`src/rtl/pc_sequencer.sv`:
```
// pc_sequencer: fetch PC sequencing FSM (IDLE/RUN/STALL/FLUSH/HALT).
// Optional macro PC_SEQUENCER_INSTRET_EN adds a saturating instret counter.
module pc_sequencer #(
   parameter int MEM_DEPTH    = 1024,
   parameter int FLUSH_CYCLES = 2
) (
   input  logic        clk,
   input  logic        rst,
   input  logic        start,
   input  logic        stall,
   input  logic        branch_taken,
   input  logic [31:0] branch_target,
   input  logic [31:0] pc_cur,
   output logic        pc_load,
   output logic [31:0] pc_next,
   output logic        flush,
   output logic        halted,
`ifdef PC_SEQUENCER_INSTRET_EN
   output logic        bad_target,
   output logic [31:0] instret
`else
   output logic        bad_target
`endif
);

   localparam logic [31:0] DEPTH = 32'(MEM_DEPTH);
   localparam logic [31:0] LAST  = 32'(MEM_DEPTH - 1);
   localparam logic [2:0]  FLOAD = 3'(FLUSH_CYCLES - 1);

   typedef enum logic [2:0] {
      S_IDLE,
      S_RUN,
      S_STALL,
      S_FLUSH,
      S_HALT
   } state_t;

   state_t      state_q;
   logic        load_q;
   logic [31:0] next_q;
   logic        flush_q;
   logic        halt_q;
   logic        bad_q;
   logic [2:0]  cnt_q;

   // Sequencer FSM; every output is a register written here.
   always_ff @(posedge clk or negedge rst) begin
      if (!rst) begin
         state_q <= S_IDLE;
         load_q  <= 1'b0;
         next_q  <= '0;
         flush_q <= 1'b0;
         halt_q  <= 1'b0;
         bad_q   <= 1'b0;
         cnt_q   <= '0;
      end else begin
         unique case (state_q)
            S_IDLE: begin
               flush_q <= 1'b0;
               if (start) begin
                  state_q <= S_RUN;
                  load_q  <= 1'b1;
                  next_q  <= '0;
               end else begin
                  load_q  <= 1'b0;
               end
            end
            // STALL with stall low behaves exactly like RUN.
            S_RUN, S_STALL: begin
               flush_q <= 1'b0;
               if (stall) begin
                  state_q <= S_STALL;
                  load_q  <= 1'b0;
               end else if (branch_taken) begin
                  if (branch_target < DEPTH) begin
                     state_q <= S_FLUSH;
                     load_q  <= 1'b1;
                     next_q  <= branch_target;
                     flush_q <= 1'b1;
                     cnt_q   <= FLOAD;
                  end else begin
                     state_q <= S_HALT;
                     load_q  <= 1'b0;
                     halt_q  <= 1'b1;
                     bad_q   <= 1'b1;
                  end
               end else if (pc_cur < LAST) begin
                  state_q <= S_RUN;
                  load_q  <= 1'b1;
                  next_q  <= pc_cur + 32'd1;
               end else begin
                  state_q <= S_HALT;
                  load_q  <= 1'b0;
                  next_q  <= LAST;
                  halt_q  <= 1'b1;
               end
            end
            S_FLUSH: begin
               load_q <= 1'b1;
               next_q <= pc_cur + 32'd1;
               if (cnt_q == 3'd0) begin
                  state_q <= S_RUN;
                  flush_q <= 1'b0;
               end else begin
                  flush_q <= 1'b1;
                  cnt_q   <= cnt_q - 3'd1;
               end
            end
            S_HALT: begin
               load_q  <= 1'b0;
               flush_q <= 1'b0;
            end
            default: begin
               state_q <= S_IDLE;
               load_q  <= 1'b0;
               flush_q <= 1'b0;
            end
         endcase
      end
   end

   assign pc_load    = load_q;
   assign pc_next    = next_q;
   assign flush      = flush_q;
   assign halted     = halt_q;
   assign bad_target = bad_q;

`ifdef PC_SEQUENCER_INSTRET_EN
   logic [31:0] inst_q;

   // Count cycles that present a real (non-squashed) fetch, saturating.
   always_ff @(posedge clk or negedge rst) begin
      if (!rst) begin
         inst_q <= '0;
      end else if (load_q && !flush_q && inst_q != 32'hFFFF_FFFF) begin
         inst_q <= inst_q + 32'd1;
      end
   end

   assign instret = inst_q;
`endif

endmodule

```
`config.mk`:
```
export PLATFORM = sky130hd
export DESIGN_NAME = pc_sequencer
export DESIGN_NICKNAME = d
export VERILOG_FILES = /design/src/rtl/pc_sequencer.sv
export SDC_FILE = /design/constraint.sdc
export NUM_CORES = 1
export LEC_CHECK = 0
export CAP_MARGIN = 25
export CORE_ASPECT_RATIO = 1.1
export CORE_MARGIN = 2
export CORE_UTILIZATION = 35
export CTS_BUF_LIST = sky130_fd_sc_hd__clkbuf_4 sky130_fd_sc_hd__clkbuf_8
export DETAILED_ROUTE_END_ITERATION = 7
export GPL_ROUTABILITY_DRIVEN = 0
export PLACE_DENSITY = 0.7
export SYNTH_ARGS = -nofsm -noshare
export SYNTH_HDL_FRONTEND = slang
export SYNTH_SLANG_ARGS = --single-unit
```
`constraint.sdc`:
```
create_clock -name clk -period 1.79 [get_ports clk]
set_input_delay 0.358 -clock clk [delete_from_list [all_inputs] [get_ports clk]]
set_output_delay 0.358 -clock clk [all_outputs]
set_load 0.05 [all_outputs]
```
==> run_results.csv <==
group,metric,value,unit
floorplanning,initial_core_util,35.6,%
layout,area_delta_synth_final,78.5,%
drt,dr.pass1.iters,4,
layout,fin_cells,541,
outcome,outcome,"finished clean",
critical_path,cp.required,1.98,ns
layout,num-nets-final,525,
pwr,p_leak,2.15,nW
critical_path,worstPathArrival,1.96,ns
layout,multi_input_area,0.00176,sq mm
drt,drc,0,
grt,grt_pass1_vias,3049,
sta,fin_crit_sh,98.8,%
sta,max_freq,566,MHz
critical_path,crit_slowest_cell,"dfrtp_2",
yosys,syn_area,0.00262,sq mm
sta,setup_viol,0,
drt,drt-vias-per-instance,5.47,
critical_path,crit_type,"reg -> reg",
yosys,synth.distinct_cells,42,
clock_network,cts.clk_slew.worst_paths,0.09,ns
clock_network,htreeDepth,2,
yosys,ys_seq_area_share,40.2,%
clock_network,cts_tree,"done",
critical_path,r2r_cells,6,
sta,clock_skew,0.00684,ns
critical_path,endpoint_kind,"flip-flop",
grt,gr-total-overflow,0,
yosys,avgSynthCellArea,9.38,sq um
drt,final_antenna_net_count,0,
drt,via_count,2960,
critical_path,path_depth,6,
clock_network,cts_hold_buffers,0,
layout,diodes,0,
yosys,synth-seq-cells,42,
clock_network,clock_latency,0.31,ns
clock_network,cts_buffers,5,
layout,drive_gt1_share,39.4,%
clock_network,clockBufferDepth,2,
pwr,vdd_drop_max,677,uV
drt,wirelength,9060,microns
critical_path,crit_buf_inv,1,
layout,register_area,0.00105,sq mm
floorplanning,rows,33,
grt,grt_pass1_wl,14200,microns
layout,layout_commonest_cell,"buf_4",
critical_path,worstPathMaxFanout,5,
placed_design,dpl_worst_slack,-0.725,ns
drt,dr.first_iter.drc_count,115,
floorplanning,coreArea,0.00735,sq mm
grt,grt_max_degree,43,
drt,wl_per_cell,16.7,microns
worst_hold_path,hold_class,"in -> async",
critical_path,start_kind,"flip-flop",
sta,fin_setup_tns,0,ns
critical_path,cp_top_family,"flip-flops",
floorplanning,io_pins,105,
sta,max_slew_margin,73.7,%
pwr,p_total,5.33,mW
placed_design,placedCellCount,527,
pwr,power_density,1140,mW/mm^2
sta,tightestPinTransition,0.390,ns
sta,hold_violations,0,
clock_network,cts_sinks,42,
floorplanning,die-height,94.7,microns
job,drv_cap,0,
placed_design,portBuffers,104,
grt,antenna_found_initial,0,
floorplanning,chipWidth,86.4,microns
critical_path,cp_slowest_stage_delay,0.45,ns
sta,maxSlewViolCount,0,
yosys,syn_nets,351,
sta,rsz0062_at_grt,"true",
sta,fin_ws,0.0218,ns
grt,grt_util_all_layers,22.1,%
yosys,netlist_instances,279,
yosys,ys_warn_count,0,
placed_design,dp.final_hpwl,6410,microns
clock_network,ctsRootBufferMaster,"clkbuf_8",
layout,most-common-layout-cells,"buf_4, dfrtp_1, dlygate4sd2_1",
sta,final.min_clock_period,1.77,ns
critical_path,worstPathCellList,"nor2b_1, a211oi_1, a311o_1, buf_4, or2_4, mux2_2",
floorplanning,die_area,0.00818,sq mm
layout,n_fill_cell,619,
-- sequential cells by signal (all words and copies together), names as in the netlist --
register	cells
pc_next	32
pc_load	1
halted	1
flush	1
cnt_q	3
state_q	3
bad_target	1
-- through the flow --
step	instance area (sq um)	utilization, %	hold slack, ns
6_report	4670	63.5	0.0147
3_3_place_gp	4260	58.0	0.349
5_1_grt	4670	63.5	0.0252
3_5_place_dp	4260	58.0	0.355
2_1_floorplan	2730	-	0.0624
4_1_cts	4480	61.0	0.0228
-- repair_timing --
| item | in CTS | in global routing |
|---|---|---|
| cloned | 2 | 1 |
| pin swaps | 20 | 25 |
| buffers inserted | 1 | 2 |
| setup endpoints to repair | 39 | 35 |
| resized for setup | 79 | 41 |
-- where the power goes --
part | switching [mW] | internal [mW] | leakage, nW
Combinational | 1.83 | 1.35 | 1.55
Clock | 0.367 | 0.311 | 0.0472
Sequential | 0.220 | 1.25 | 0.549
-- worst reg2reg max path: stages (launching register included) --
cell	delay, ns
dfrtp_2	0.45
nor2b_1	0.12
a211oi_1	0.06
a311o_1	0.35
buf_4	0.15
or2_4	0.26
mux2_2	0.27
-- cell usage after synthesis --
cell type  number  area, sq um
mux2i_1         2         20.0
a31o_2          1         8.76
a21o_1          2         15.0
a32o_1          1         10.0
o32ai_1         1         8.76
ha_1            3         37.5
mux2_2          4         45.0
and4_1          4         35.0
nor2b_1         5         31.3
buf_6           4         45.0
dfrtp_1        42         1050
and3b_1         1         8.76
nor2_4          1         11.3
xnor2_2         1         16.3
nand2_1        14         52.6
a311o_1         1         10.0
nand2b_1        1         6.26
o31ai_1         5         37.5
buf_2           2         10.0
o21a_1          2         15.0
or2_1           1         6.26
nor3_1         12         60.1
nor2_1         17         63.8
mux2_4          1         15.0
o2bb2ai_1      22          193
and2_1          1         6.26
clkbuf_1        9         33.8
a22oi_1         2         15.0
o31a_1          3         26.3
nand4_1        10         62.6
xnor2_1        27          236
o21ai_0        18         90.1
a22o_1          3         26.3
nor4_1         22          138
a211oi_1        1         7.51
inv_1          13         48.8
and3_1          1         6.26
a21oi_1         7         35.0
o211a_1         1         10.0
a21boi_0        2         15.0
nand3_1         8         40.0
or2_0           1         6.26
-- per-layer routing --
layer  up-vias  global-route usage, %  routed length, microns
li1       1399                      -                       -
met1      1404                   26.6                    3620
met2       137                   37.9                    4500
met3        20                   5.24                     714
met4         0                   8.59                     224
met5         -                      0                       0
-- logic make-up (layout without fill, tap and decap cells) --
| kind of cell | count (synthesis) | count (layout) | share of synthesized area (%) |
|---|---|---|---|
| AND/OR/NAND/NOR | 99 | 100 | 20.4 |
| AO/OA/AOI/OAI | 72 | 72 | 20.0 |
| flip-flops | 42 | 42 | 40.2 |
| XOR/XNOR | 28 | 28 | 9.66 |
| buffers and inverters | 28 | 202 | 5.26 |
| multiplexers | 7 | 7 | 3.06 |
| adder cells (fa/ha/maj) | 3 | 3 | 1.43 |
-- area by class of cell --
type                    instances  area share (%)
multi-input cells             210            37.7
repair buffers                181            34.4
clock buffers                   6            1.77
well taps                      87            2.33
clock inverters                 2           0.268
flip-flops and latches         42            22.6
inverters                      13            1.05
-- path summary, 6_finish.rpt --
path                          endpoint  slack (ns)  startpoint
max                         pc_next[4]        0.02  state_q[0]
min                        pc_next[26]        0.01         rst
max reg2reg                 pc_next[4]        0.02  state_q[0]
min reg2reg                 bad_target        0.48  bad_target
max in group asynchronous   state_q[2]        1.56         rst
min in group clk            bad_target        0.47       stall
Note: power is estimated with default switching activity, not from simulation.
